===== src/rtl/pipe_pkg.sv =====
// Shared pipeline definitions: stage indices, result latencies and the
// in-flight write tracker entry used by the EX forwarding scoreboard.
package pipe_pkg;

  localparam int STG_EXMEM = 1;
  localparam int STG_MEMWB = 2;

  localparam int LAT_ALU  = 1;
  localparam int LAT_LOAD = 2;

  // Field widths of the tracker entry; scoreboard AW/LW are expected to match.
  localparam int REG_AW = 5;
  localparam int LAT_W  = 2;

  typedef struct packed {
    logic              valid;
    logic [REG_AW-1:0] rd;
    logic [LAT_W-1:0]  lat;
  } trk_entry_t;

  // A result is never ready before EX/MEM nor later than the last tracked stage.
  function automatic logic [LAT_W-1:0] clamp_lat(input logic [LAT_W-1:0] lat,
                                                 input int depth);
    int l;
    l = int'(lat);
    if (l < 1) l = 1;
    if (l > depth) l = depth;
    return LAT_W'(l);
  endfunction

endpackage


===== src/rtl/fwd_scoreboard_if.sv =====
// EX-stage operand bus between the pipeline (master) and the forwarding
// scoreboard (slave).
interface fwd_scoreboard_if #(
  parameter int NUM_SRC = 2,
  parameter int AW      = 5,
  parameter int LW      = 2,
  parameter int SW      = 2,
  parameter int CW      = 16
);
  // Handshake: ex_valid_i marks a real EX instruction and stall_o is its
  // inverted ready; the instruction leaves EX on a clock edge where
  // ex_valid_i=1, stall_o=0 and hold_i=0, otherwise EX keeps it.
  logic                  ex_valid_i;
  logic                  ex_regwr_i;
  logic [AW-1:0]         ex_rd_i;
  logic [LW-1:0]         ex_lat_i;
  logic [NUM_SRC*AW-1:0] ex_src_i;
  logic                  flush_i;
  logic                  hold_i;
  logic [NUM_SRC*SW-1:0] fwd_sel_o;
  logic                  stall_o;
  logic [CW-1:0]         stall_cnt_o;

  modport master (
    output ex_valid_i, ex_regwr_i, ex_rd_i, ex_lat_i, ex_src_i, flush_i, hold_i,
    input  fwd_sel_o, stall_o, stall_cnt_o
  );

  modport slave (
    input  ex_valid_i, ex_regwr_i, ex_rd_i, ex_lat_i, ex_src_i, flush_i, hold_i,
    output fwd_sel_o, stall_o, stall_cnt_o
  );
endinterface


===== src/rtl/fwd_src_match.sv =====
// Youngest-first producer search for one EX source operand: returns the
// forwarding stage, or a stall request when that producer is not ready yet.
module fwd_src_match
  import pipe_pkg::*;
#(
  parameter int DEPTH = 3,
  parameter int AW    = 5,
  parameter int SW    = 2
) (
  input  logic [AW-1:0]          src,
  input  trk_entry_t [DEPTH-1:0] entries,
  output logic [SW-1:0]          sel,
  output logic                   stall
);

  logic found;

  // entries[k] sits at stage k+1; the first hit is the youngest producer.
  always_comb begin
    sel   = '0;
    stall = 1'b0;
    found = 1'b0;
    for (int k = 0; k < DEPTH; k++) begin
      if (!found && (src != '0) && entries[k].valid &&
          (entries[k].rd == REG_AW'(src))) begin
        found = 1'b1;
        if (k + 1 >= int'(entries[k].lat)) begin
          sel = SW'(k + 1);
        end else begin
          stall = 1'b1;
        end
      end
    end
  end

endmodule


===== src/rtl/fwd_scoreboard.sv =====
// EX forwarding scoreboard: tracks in-flight register writes over DEPTH
// post-EX stages and drives per-source forwarding selects and the EX stall.
module fwd_scoreboard
  import pipe_pkg::*;
#(
  parameter int NUM_SRC = 2,
  parameter int DEPTH   = 3,
  parameter int AW      = REG_AW,
  parameter int LW      = LAT_W,
  parameter int SW      = $clog2(DEPTH + 1),
  parameter int CW      = 16
) (
  input  logic             clk_i,
  input  logic             rst_i,
  fwd_scoreboard_if.slave  bus
);

  trk_entry_t [DEPTH-1:0] trk;
  trk_entry_t             new_e;
  logic [NUM_SRC-1:0]     stall_req;
  logic [SW-1:0]          sel_n [NUM_SRC];
  logic                   stall;
  logic [CW-1:0]          stall_cnt;

  for (genvar n = 0; n < NUM_SRC; n++) begin : g_src
    fwd_src_match #(
      .DEPTH (DEPTH),
      .AW    (AW),
      .SW    (SW)
    ) u_match (
      .src     (bus.ex_src_i[n*AW +: AW]),
      .entries (trk),
      .sel     (sel_n[n]),
      .stall   (stall_req[n])
    );
    assign bus.fwd_sel_o[n*SW +: SW] = sel_n[n];
  end

  // The EX instruction's own destination plays no part in its stall.
  assign stall = bus.ex_valid_i & (|stall_req);

  // A stalled or flushed EX instruction enters the tracker as a bubble.
  always_comb begin
    new_e       = '0;
    new_e.valid = bus.ex_valid_i & bus.ex_regwr_i & ~bus.flush_i & ~stall;
    new_e.rd    = REG_AW'(bus.ex_rd_i);
    new_e.lat   = clamp_lat(LAT_W'(bus.ex_lat_i), DEPTH);
  end

  always_ff @(posedge clk_i) begin
    if (rst_i) begin
      trk       <= '0;
      stall_cnt <= '0;
    end else if (!bus.hold_i) begin
      for (int k = DEPTH - 1; k > 0; k--) begin
        trk[k] <= trk[k-1];
      end
      trk[0] <= new_e;
      if (stall && (stall_cnt != '1)) begin
        stall_cnt <= stall_cnt + CW'(1);
      end
    end
  end

  assign bus.stall_o     = stall;
  assign bus.stall_cnt_o = stall_cnt;

endmodule


===== src/flat_wrapper.sv =====
// flat-port wrapper written by rule: the top's interface ports become plain ports
module fwd_scoreboard_flat import pipe_pkg::*;
#(
  parameter int NUM_SRC = 2,
  parameter int DEPTH   = 3,
  parameter int AW      = REG_AW,
  parameter int LW      = LAT_W,
  parameter int SW      = $clog2(DEPTH + 1),
  parameter int CW      = 16
)
  (clk_i, rst_i, bus_ex_valid_i, bus_ex_regwr_i, bus_ex_rd_i, bus_ex_lat_i, bus_ex_src_i, bus_flush_i, bus_hold_i, bus_fwd_sel_o, bus_stall_o, bus_stall_cnt_o);
  fwd_scoreboard_if #(.NUM_SRC(NUM_SRC), .AW(AW), .LW(LW), .SW(SW), .CW(CW)) bus_i ();
  input  logic clk_i;
  input  logic rst_i;
  input wire logic [$bits(bus_i.ex_valid_i)-1:0] bus_ex_valid_i;
  input wire logic [$bits(bus_i.ex_regwr_i)-1:0] bus_ex_regwr_i;
  input wire logic [$bits(bus_i.ex_rd_i)-1:0] bus_ex_rd_i;
  input wire logic [$bits(bus_i.ex_lat_i)-1:0] bus_ex_lat_i;
  input wire logic [$bits(bus_i.ex_src_i)-1:0] bus_ex_src_i;
  input wire logic [$bits(bus_i.flush_i)-1:0] bus_flush_i;
  input wire logic [$bits(bus_i.hold_i)-1:0] bus_hold_i;
  output wire logic [$bits(bus_i.fwd_sel_o)-1:0] bus_fwd_sel_o;
  output wire logic [$bits(bus_i.stall_o)-1:0] bus_stall_o;
  output wire logic [$bits(bus_i.stall_cnt_o)-1:0] bus_stall_cnt_o;
  assign bus_i.ex_valid_i = bus_ex_valid_i;
  assign bus_i.ex_regwr_i = bus_ex_regwr_i;
  assign bus_i.ex_rd_i = bus_ex_rd_i;
  assign bus_i.ex_lat_i = bus_ex_lat_i;
  assign bus_i.ex_src_i = bus_ex_src_i;
  assign bus_i.flush_i = bus_flush_i;
  assign bus_i.hold_i = bus_hold_i;
  assign bus_fwd_sel_o = bus_i.fwd_sel_o;
  assign bus_stall_o = bus_i.stall_o;
  assign bus_stall_cnt_o = bus_i.stall_cnt_o;
  fwd_scoreboard #(.NUM_SRC(NUM_SRC), .DEPTH(DEPTH), .AW(AW), .LW(LW), .SW(SW), .CW(CW)) u_core (.clk_i(clk_i), .rst_i(rst_i), .bus(bus_i));
endmodule

===== config.mk =====
export PLATFORM = sky130hd
export DESIGN_NAME = fwd_scoreboard_flat
export DESIGN_NICKNAME = d
export VERILOG_FILES = /design/src/rtl/pipe_pkg.sv /design/src/rtl/fwd_scoreboard_if.sv /design/src/rtl/fwd_src_match.sv /design/src/rtl/fwd_scoreboard.sv /design/src/flat_wrapper.sv
export SDC_FILE = /design/constraint.sdc
export NUM_CORES = 1
export LEC_CHECK = 0
export CORE_ASPECT_RATIO = 1.1
export CORE_MARGIN = 2
export CORE_UTILIZATION = 59
export CTS_BUF_LIST = sky130_fd_sc_hd__clkbuf_4
export DETAILED_ROUTE_END_ITERATION = 16
export DONT_BUFFER_PORTS = 1
export PLACE_DENSITY = 0.86
export SYNTH_ARGS = -nofsm -noshare
export SYNTH_HDL_FRONTEND = slang
export SYNTH_HIERARCHICAL = 1
export SYNTH_SLANG_ARGS = --single-unit

===== constraint.sdc =====
create_clock -name clk_i -period 2.4 [get_ports clk_i]
set_clock_uncertainty 0.1 [all_clocks]
set_input_delay 0.24 -clock clk_i [delete_from_list [all_inputs] [get_ports clk_i]]
set_output_delay 0.24 -clock clk_i [all_outputs]
set_load 0.1 [all_outputs]

======== Word-level counts from Yosys, hierarchy flattened ========
Index checks and enable logic that the tools add are counted.
word-level totals
  flip-flop bits (word level) ............. 38
  output and inout port bits .............. 21
  logic and storage cells ................. 75
operators by class
  add/sub/neg operators ................... 1
  $lt $le $gt $ge ......................... 4
  equal/unequal tests ..................... 7
  muxes and demuxes ....................... 22
  bitwise logic cells ..................... 7
  reduce and logical (&&, ||, !) cells .... 25
operators by type and width
  cell                     count
  $eq A5 B5 Y1             6
  $mux W2                  10
  $logic_and A1 B1 Y1      17
  $add A16 B1 Y16 const B  1
  $ne A16 B16 Y1 const B   1
  $mux W1                  12
  $reduce_bool A5 Y1       2
  $and A1 B1 Y1            4
  $logic_not A1 Y1         4
  $not A1 Y1               3
  $ge A1 B2 Y1 const A     1
  $ge A2 B2 Y1 const A     1
  $gt A2 B2 Y1 const B     1
  $lt A2 B1 Y1 const B     1
  $reduce_and A2 Y1        1
  $reduce_or A2 Y1         1

======== Depth between registers and ports, before layout ========
Gate-level depths: netlist (run 1).
  word-level depth ........................ 14
  gate-level depth with buffers ........... 10
  gate-level depth less buffers ........... 9

======== Cells and area by module ========
Netlist (run 1), hierarchy kept.
by module, submodules not included
  module          times used  cells an instance  area an instance (um2)
  fwd_scoreboard  1           186                1746.7
  fwd_src_match   2           32                 252.7

======== Worst setup path after synthesis (run 1) ========
OpenSTA, ideal clock, no wires.
  kind .................................... reg2out
  from .................................... reg u_core/trk[12] (netlist name)
  to ...................................... out bus_fwd_sel_o[1]
  arrival ................................. 3.216 ns
  required time ........................... 2.060 ns
  path slack .............................. -1.156 ns
  stages on the path, launching flop included .. 6
  path through ............................ dfxtp_1 > xor2_1 > nor4_2 > nand3_1 > mux2i_1 > nor3b_1
on the way
  cells in the longest elaborated chain, start to end .. 8
ends and longest elaborated chain
  what                               line                  RTL
  from (decl)                        fwd_scoreboard.sv:18  trk_entry_t [DEPTH-1:0] trk;
  from (signal, indexed assignment)  fwd_scoreboard.sv:56  trk[k] <= trk[k-1];
  $eq A5 B5 Y1 *                     fwd_src_match.sv:25   (entries[k].rd == REG_AW'(src))) begin
  $logic_and A1 B1 Y1 *              fwd_src_match.sv:24   if (!found && (src != '0) && entries[k].valid &&
  $mux W1                            fwd_src_match.sv:24
  $logic_not A1 Y1                   fwd_src_match.sv:24
  $logic_and A1 B1 Y1 (3 in a row)   fwd_src_match.sv:24
  $mux W2 *                          fwd_src_match.sv:24
  to (decl)                          flat_wrapper.sv:22    output wire logic [$bits(bus_i.fwd_sel_o)-1:0] bus_fwd_sel_o;
Every way passes the cells marked *; elsewhere a longest branch is shown, timed or not.

======== Worst setup path after layout (run 1) ========
  from .................................... reg u_core/trk[5] (netlist name)
  to ...................................... reg u_core.stall_cnt[9] (netlist: u_core/bus.stall_cnt_o[9])
on the way
  cells in the longest elaborated chain, start to end .. 12
ends and longest elaborated chain
  what                                  line                  RTL
  $eq A5 B5 Y1 *                        fwd_src_match.sv:25
  $logic_and A1 B1 Y1 *                 fwd_src_match.sv:24
  $mux W1                               fwd_src_match.sv:24
  $logic_not A1 Y1                      fwd_src_match.sv:24
  $logic_and A1 B1 Y1 (3 in a row)      fwd_src_match.sv:24
  $mux W1 *                             fwd_src_match.sv:24
  via u_core.stall_req[0]               fwd_scoreboard.sv:20  logic [NUM_SRC-1:0] stall_req;
  $reduce_or A2 Y1 *                    fwd_scoreboard.sv:40  assign stall = bus.ex_valid_i & (|stall_req);
  $and A1 B1 Y1 *                       fwd_scoreboard.sv:40
  $logic_and A1 B1 Y1 *                 fwd_scoreboard.sv:59  if (stall && (stall_cnt != '1)) begin
  $reduce_and A2 Y1 (no source line) *  n/a
  to (signal assigned)                  fwd_scoreboard.sv:60  stall_cnt <= stall_cnt + CW'(1);
  to (decl)                             fwd_scoreboard.sv:23  logic [CW-1:0] stall_cnt;
The timed path passes the listed nets; every way through them passes the cells marked *.
A chain may end at the register's enable or synchronous reset.

==> run summary, run 1 <==
Clk pwr share = 0.304
Flop pwr share = 0.573
CTS clk-pin slew, worst paths = 120 ps
Starting Density = 0.607
Status = finished, violations left
Hold crit path type = in -> reg
Maximum clock frequency = 366 MHz
Critical Path End = u_core/bus.stall_cnt_o[9]$_SDFFE_PP0P_
RSZ-0062 raised after global routing = true
Peak VDD IR = 0.371 mV
Worst EP arrival = 2950 ps
Setup slack, reg-to-reg = -330 ps
Htree depth = 2
Final setup TNS = -3800 ps
Via count = 2303
Worst-Skew Late Latency = 380 ps
Initial antenna violation count = 0
PD cells = 370 nW/µm²
First-pass GRT wire length = 10400 µm
Place WS = -225 ps
Leak Pwr = 1.24 nW
Critical path peak fanout = 5
DRC = 0
# port buffers = 0
Total core area = 3600 µm²
Clock root buffer = clkbuf_4
Setup violators final = 21
Max Slew Vio Count = 0
Hpwl dp = 4100 µm
Final worst setup slack = -331 ps
FF-to-FF End = u_core/bus.stall_cnt_o[9]$_SDFFE_PP0P_
Final hold vios = 1
Inserted Diodes = 0
Max-Cap Viols = 0
WL/cell = 20.9 µm
Utilization after layout = 0.865
Worst slew pin tran = 521 ps
Total wire length = 7450 µm
Final Wtd Congestion = 0.862
DRT antenna net count = 0
Internal power = 0.840 mW
Hold slack final = -3.32 ps
I/O pin count = 44
Share of cells above drive strength 1 = 0.392
Pwr Total = 1.15 mW
Post-synthesis cell area = 2180 µm²
Ys Warns = 6
WP data required = 2620 ps
Drt initial violations = 303
Final period util = 1.14
CTS buffer count = 5
Floorplan die area = 4210 µm²
Startpoint Class = flop
Nets = 329
Comb power frac = 0.122
Cell count after placement = 326
Fin cells = 356
Crit path from = u_core/trk[5]$_SDFFE_PP0N_
Minimum clock period = 2730 ps
CTS tree = done
Mean Syn Cell Area = 8.95 µm²
Failing checks = negative hold slack, negative setup slack
Die H = 67.8 µm
Max Buffers Root-to-Sink = 2
Die width = 62.0 µm
Sw Ratio = 0.272
RR Startpoint = u_core/trk[5]$_SDFFE_PP0N_
Net Count, Synth = 268
GR Util All Layers = 0.340
Vias in the first global route = 2165
Slew margin rel. = 0.652
Setup CP Type = reg -> reg
Syn-to-layout area delta = 42.4%
Vias per cell = 6.47
Row count = 23
Switching component of the power = 0.313 mW
Largest net degree at the start of global routing = 38
Total gr overflow = 0
Drt first pass iters = 5
Clock sink total = 38
Syn Inst Count = 244
Reg2Reg Depth = 9
Worst setup EP type = flop
-- stage by stage --
stage	area (µm²)	hold slack (ps)
floorplan	2250	248
global placement	2600	205
detailed placement	2600	207
CTS	2940	0.933
global route	3110	5.60
finish	3110	-3.32
-- layer usage --
| metal | wire length, µm | up-vias | part of all wire | GRT usage |
|---|---|---|---|---|
| li1 | - | 1019 | - | - |
| met1 | 2760 | 1106 | 0.37 | 0.370 |
| met2 | 3790 | 139 | 0.51 | 0.579 |
| met3 | 598 | 39 | 0.080 | 0.125 |
| met4 | 296 | 0 | 0.040 | 0.146 |
| met5 | 0 | - | 0 | 0 |
-- critical path, stage by stage, from the launching register on --
cell     delay [ps]
dfxtp_2         340
xor2_1          180
nor4_2          260
nand3_1         210
nor3b_2         250
or2_4           180
nor2_4           50
or4_4           540
or4_4           440
a21oi_2         130
-- power by group through the flow --
| stage | sequential, mW | combinational (mW) | clock, mW |
|---|---|---|---|
| 6_report | 0.661 | 0.141 | 0.351 |
| 5_1_grt | 0.662 | 0.150 | 0.382 |
| 4_1_cts | 0.659 | 0.129 | 0.346 |
| 3_5_place_dp | 0.673 | 0.0882 | 0 |
| 3_3_place_gp | 0.673 | 0.0831 | 0 |
| 2_1_floorplan | 0.671 | 0.0845 | 0 |
-- flip-flops by register name, indices dropped and copies added, names as in the netlist --
register	count
u_core/trk	22
u_core/bus.stall_cnt_o	16
-- placed cells by master (no fill, tap or decap), types with 2 or more instances in the layout --
cell,instances
nand2_1,11
or4_1,7
dfxtp_2,14
dfxtp_1,23
nor3_1,2
and3_1,4
buf_6,6
nor2_2,2
nor4_2,6
xor2_2,2
nand4_1,5
buf_4,40
or4_4,6
a21oi_2,7
nor2_1,24
o21ai_1,2
buf_12,7
or2_1,3
mux2_4,2
dlygate4sd3_1,10
clkinv_1,2
o31ai_1,7
xor2_1,22
nor4_1,2
inv_1,4
or3_4,2
a21oi_1,8
xnor2_1,6
nand3_1,8
mux2i_1,21
clkbuf_4,6
nor2b_1,3
nor3b_4,2
-- layout make-up --
class                      instances  area, µm²
tap                               50       62.6
fill                             178        485
inverter                           5       18.8
clock inverter                     2       8.76
timing repair buffer              63        608
sequential                        38        782
multi-input combinational        192       1590
clock buffer                       6       45.0
-- repair_timing --
item | 4_1_cts | 5_1_grt
setup buffers | 5 | 5
gates cloned | 1 | 0
hold endpoints to repair | 37 | 0
gates resized for setup | 24 | 37
endpoints found under the setup margin | 18 | 21
pin swaps | 17 | 14
hold buffers | 12 | 0
-- worst min path at each step --
stage          cells after the start                                      end  slack, ps             from
4_1_cts                            2  u_core/bus.stall_cnt_o[14]$_SDFFE_PP0P_        0.9            rst_i
3_3_place_gp                       1   u_core/bus.stall_cnt_o[4]$_SDFFE_PP0P_        200            rst_i
5_1_grt                            2  u_core/bus.stall_cnt_o[11]$_SDFFE_PP0P_          6            rst_i
3_5_place_dp                       1   u_core/bus.stall_cnt_o[4]$_SDFFE_PP0P_        210            rst_i
6_report                           2  u_core/bus.stall_cnt_o[11]$_SDFFE_PP0P_         -3            rst_i
2_1_floorplan                      1               u_core/trk[0]$_SDFFE_PP0N_        250  bus_ex_lat_i[1]
Power figures use the tool's default switching activity.
==> run 2, diff against run 1 <==
REMOVE_ABC_BUFFERS = 1   (was unset)
SYNTH_HIERARCHICAL = unset   (was 1)
==> run 2 against run 1 <==
Compared with the run above:
- critical path type is now reg -> out
- critical path depth decreased by 1
- highest routed layer unchanged
- synthesized cell count decreased by 4.1%
- final area decreased by 15%
- the flow finishes with violations (negative setup slack)
- fmax increased by 8.6%
- flip-flop and latch count unchanged
==> run summary, run 2 <==
Worst Path Buf+Inv = 2
Via count = 1882
Hpwl dp = 3390 µm
Inserted Diodes = 0
Maximum clock frequency = 398 MHz
Htree depth = 2
Final worst setup slack = -114 ps
Startpoint Class = flop
Starting Density = 0.613
CTS tree = done
DRT antenna net count = 0
Sw Ratio = 0.267
Top delay family on crit path = simple AND/OR/NAND/NOR gates
DRC = 0
Prevailing post-synth register cell = dfxtp_1
Setup CP Type = reg -> out
Internal power = 0.813 mW
Finished Cell Area = 2650 µm²
Layout fillers = 210
Largest net degree at the start of global routing = 39
Status = finished, violations left
Most frequent cells in the layout = nor2_1 (37), dfxtp_1 (29), xor2_1 (28), buf_4 (24), mux2i_1 (21)
Max Slew Vio Count = 0
Die width = 60.1 µm
Post-synthesis cell area = 2040 µm²
Worst setup EP type = primary output
Worst slew pin tran = 1200 ps
Worst stage delay on the critical path = 380 ps
Drt first pass iters = 4
Area leader, netlist = dfxtp_1
Vias per cell = 5.81
Row count = 22
Flop pwr share = 0.596
Max-Cap Viols = 0
Place WS = -76.8 ps
First-pass GRT wire length = 8270 µm
Mean Syn Cell Area = 8.73 µm²
Largest Register = u_core.trk
Total wire length = 5540 µm
Total gr overflow = 0
PD cells = 419 nW/µm²
Clk pwr share = 0.288
GR Util All Layers = 0.282
Switching component of the power = 0.296 mW
# port buffers = 0
Floorplan die area = 3950 µm²
Synth area leaders = dfxtp_1 (37%), xor2_1 (13%), mux2i_1 (10%)
Minimum clock period = 2510 ps
Final Wtd Congestion = 0.942
Hold crit path type = in -> reg
Crit-path cells = xor2_1, nor4_2, nand3_2, buf_6, a32oi_4, o2bb2ai_4, and2_4, buf_12
Placed inst area = 2290 µm²
Initial antenna violation count = 0
Max Buffers Root-to-Sink = 2
RSZ-0062 raised after global routing = true
Final setup TNS = -578 ps
Leading cell type in the layout, fill and taps excluded = nor2_1
Share of the synthesized area in the top cell type = 0.373
Comb power frac = 0.116
Slew margin rel. = 0.200
Syn-to-layout area delta = 29.8%
WP data required = 2060 ps
I/O pin count = 44
Final period util = 1.05
Failing checks = negative setup slack
Synth cell types = 39
Setup slack, reg-to-reg = -90 ps
Ys Warns = 0
Commonest cells post-synth = dfxtp_1 (38), nor2_1 (38), xor2_1 (31), mux2i_1 (21), nand2_1 (13)
Max reg flops = 22
Flops & latches, synth = 38
WL/cell = 17.1 µm
Clock sink total = 38
Clock root buffer = clkbuf_4
Hold slack final = 9.93 ps
Setup violators final = 10
CP max stage cell = dfxtp_4
Nets = 299
Critical path peak fanout = 4
Peak VDD IR = 0.330 mV
CTS buffer count = 5
Syn Inst Count = 234
Worst EP arrival = 2170 ps
Die H = 65.7 µm
CTS clk-pin slew, worst paths = 120 ps
Share of the yosys chip area belonging to registers = 0.373
Leak Pwr = 1.12 nW
Total core area = 3330 µm²
Fraction of registers with async set or reset after synthesis = 0
Post-synth EDFFs = 0
Worst-Skew Late Latency = 360 ps
Drt initial violations = 140
Vias in the first global route = 1875
Share of cells above drive strength 1 = 0.261
Final hold vios = 0
## run 2: path summary, 6_finish.rpt
path                                    from  depth (start not counted)                                 endpoint
hold / removal                    bus_hold_i                          3               u_core.trk[7]$_SDFFE_PP0N_
setup reg to reg  u_core.trk[4]$_SDFFE_PP0N_                          9  u_core.bus.stall_cnt_o[14]$_SDFFE_PP0P_
hold reg to reg   u_core.trk[0]$_SDFFE_PP0N_                          2               u_core.trk[0]$_SDFFE_PP0N_
setup / recovery  u_core.trk[4]$_SDFFE_PP0N_                          8                              bus_stall_o
## run 2: layer usage
metal / GRT usage / wire length, µm / vias to the layer above
met5: 0 / 0 / -
met4: 0.103 / 195 / 0
met3: 0.0669 / 352 / 18
met2: 0.515 / 2880 / 81
met1: 0.308 / 2110 / 886
li1: - / - / 897
## run 2: timing repair
action / CTS / global route
hold buffers: 11 / 0
endpoints found under the setup margin: 8 / 19
gates cloned: 0 / 0
pin swaps: 8 / 4
hold endpoints to repair: 38 / 0
setup buffers: 5 / 1
resized for setup: 20 / 18
## run 2: power groups by stage
stage	clock (mW)	sequential, mW	combinational (mW)
4_1_cts	0.321	0.660	0.120
3_5_place_dp	0	0.674	0.0784
6_report	0.320	0.661	0.129
3_3_place_gp	0	0.673	0.0749
2_1_floorplan	0	0.671	0.0651
5_1_grt	0.361	0.663	0.138
## run 2: stage by stage
step	power, mW	util	instances
4_1_cts	1.10	0.772	323
3_3_place_gp	0.748	0.687	299
3_5_place_dp	0.752	0.687	299
6_report	1.11	0.796	324
2_1_floorplan	0.736	-	226
5_1_grt	1.16	0.796	324
## run 2: tightest hold or removal path: cells and delay by family
family	cells	cell delay, ps
AND/OR/NAND/NOR	2	70
AO/OA/AOI/OAI	1	110
## run 2: cell families after synthesis
kind of cell / Yosys count / synth area share
xor+xnor: 37 / 0.159
mux: 23 / 0.114
compound gates: 23 / 0.0797
simple gates: 98 / 0.240
buf+inv: 14 / 0.0294
flops: 38 / 0.373
fa+ha+maj: 1 / 0.00613
## run 2: layout make-up
cell class	instances	area (µm²)	share of cell area
Clock buffer	5	37.5	0.0142
Clock inverter	3	11.3	0.00425
Inverter	6	22.5	0.00850
Multi-Input combinational cell	182	1330	0.503
Sequential cell	38	779	0.294
Tap cell	48	60.1	0.0227
Timing Repair Buffer	42	405	0.153
==> run 3, diff against run 2 <==
CORE_UTILIZATION = 56   (was 59)
CTS_BUF_LIST = unset   (was sky130_fd_sc_hd__clkbuf_4)
GPL_TIMING_DRIVEN = 0   (was unset)
PLACE_DENSITY = 0.82   (was 0.86)
==> run 3 against run 2 <==
Compared with the run above:
- the run ends with negative hold slack, negative setup slack left
- combinational power shrank 7%
- fmax grew 0.79%
- worst hold slack lost 13 ps
- utilization shrank 4.6 points
- register-to-register slack gained 60 ps
- sequential share of layout area grew 1.3 points
- non-clock buffer count shrank 16
- flip-flop and latch count is the same
- die area grew 5.0%
- sequential power shrank 2%
- via count shrank 4.6%
- total power grew 18%
- critical endpoint is now bus_fwd_sel_o[2]
- largest cell class unchanged
==> run summary, run 3 (synthesis gave the netlist of run 2 again) <==
Largest Register = u_core.trk
Setup CP Type = reg -> out
Worst slew pin tran = 1160 ps
Metal2 WL = 2820 µm
WP data required = 2060 ps
Row count = 23
Share of cells above drive strength 1 = 0.330
Final Wtd Congestion = 0.869
Startpoint Class = flop
Clock sink total = 38
Final period util = 1.04
Worst setup EP type = primary output
RSZ-0062 raised after global routing = true
Vias in the first global route = 1769
# port buffers = 0
Largest net degree at the start of global routing = 34
Htree depth = 2
Max reg flops = 22
Cell count after placement = 276
Die H = 67.3 µm
Peak VDD IR = 0.385 mV
Slew margin rel. = 0.226
Syn-to-layout area delta = 31.1%
Via count = 1795
First-pass GRT wire length = 7610 µm
Max Slew Vio Count = 0
Worst EP arrival = 2150 ps
Drt initial violations = 77
Nets = 284
Total core area = 3570 µm²
Failing checks = negative hold slack, negative setup slack
Hold slack final = -3.25 ps
Drt first pass iters = 4
WL met3 = 272 µm
Vias per cell = 5.77
Fin cells = 311
Total gr overflow = 0
Initial antenna violation count = 0
Final setup TNS = -296 ps
Max Buffers Root-to-Sink = 2
I/O pin count = 44
Worst-Skew Late Latency = 300 ps
Total wire length = 5210 µm
Pwr Total = 1.31 mW
Final hold vios = 1
CTS clk-pin slew, worst paths = 70 ps
GR Util All Layers = 0.249
Place WS = -817 ps
Most frequent cells in the layout = nor2_1 (36), xor2_1 (26), mux2i_1 (21), buf_4 (14), dfxtp_1 (14)
Hpwl dp = 3070 µm
Status = finished, violations left
Die width = 61.6 µm
Leading cell type in the layout, fill and taps excluded = nor2_1
Critical path peak fanout = 4
Inserted Diodes = 0
Maximum clock frequency = 401 MHz
DRC = 0
Final worst setup slack = -94.6 ps
PD cells = 488 nW/µm²
Clock root buffer = clkbuf_8
CTS tree = done
Setup violators final = 10
CTS buffer count = 5
DRT antenna net count = 0
Max-Cap Viols = 0
Hold crit path type = in -> reg
WL/cell = 16.8 µm
Floorplan die area = 4150 µm²
Minimum clock period = 2490 ps
Met1 WL = 2010 µm
Starting Density = 0.572
Leak Pwr = 1.09 nW
Top Layer Used = met4
run 3: cell types whose count changed in the layout (fill, tap and decap cells not counted), moves of 3 or more:
cell / before / now
buf_12: 4 / 0
buf_4: 24 / 14
clkbuf_4: 5 / 0
clkbuf_8: 0 / 5
clkinv_1: 3 / 0
dfxtp_1: 29 / 14
dfxtp_2: 6 / 11
dfxtp_4: 3 / 13
run 3: metrics by stage:
| step | utilization | instance area (µm²) |
|---|---|---|
| 3_5_place_dp | 0.583 | 2080 |
| 2_1_floorplan | - | 2000 |
| 4_1_cts | 0.693 | 2470 |
| 5_1_grt | 0.750 | 2680 |
| 3_3_place_gp | 0.579 | 2070 |
| 6_report | 0.750 | 2680 |
run 3: timing repair:
item / 4_1_cts / 5_1_grt
gates cloned: 0 / 1
endpoints found under the setup margin: 21 / 21
hold endpoints to repair: 33 / 0
setup buffers: 8 / 8
hold buffers: 10 / 0
gates resized for setup: 41 / 35
pin swaps: 8 / 22
run 3: routing by layer:
metal | track usage | vias up
met3 | 0.0766 | 15
li1 | - | 865
met5 | 0 | -
met2 | 0.437 | 55
met1 | 0.269 | 860
met4 | 0.106 | 0
run 3: final cells by class:
class	count	area, µm²
sequential	38	823
timing repair buffer	26	228
clock inverter	3	40.0
tap	50	62.6
clock buffer	5	68.8
inverter	6	22.5
multi-input combinational	183	1430
fill	245	892
run 3: worst paths after layout:
check	from	slack, ps	endpoint	cells past startpoint
max reg2reg	u_core.trk[13]$_SDFFE_PP0N_	-30	u_core.bus.stall_cnt_o[9]$_SDFFE_PP0P_	9
min reg2reg	u_core.trk[0]$_SDFFE_PP0N_	380	u_core.trk[0]$_SDFFE_PP0N_	2
min	bus_hold_i	-3	u_core.trk[21]$_SDFFE_PP0N_	2
max	u_core.trk[3]$_SDFFE_PP0N_	-90	bus_fwd_sel_o[2]	5
run 3: power breakdown:
group / internal, mW / total (mW) / switching, mW
combinational: 0.0633 / 0.120 / 0.0562
clock: 0.306 / 0.536 / 0.230
sequential: 0.633 / 0.650 / 0.0172
run 3: critical path, cell delays in order, from the launching register on:
cell,delay (ps)
dfxtp_4,360
xor2_2,160
nor4_2,340
nand3_2,180
mux2_4,340
nor2_4,480
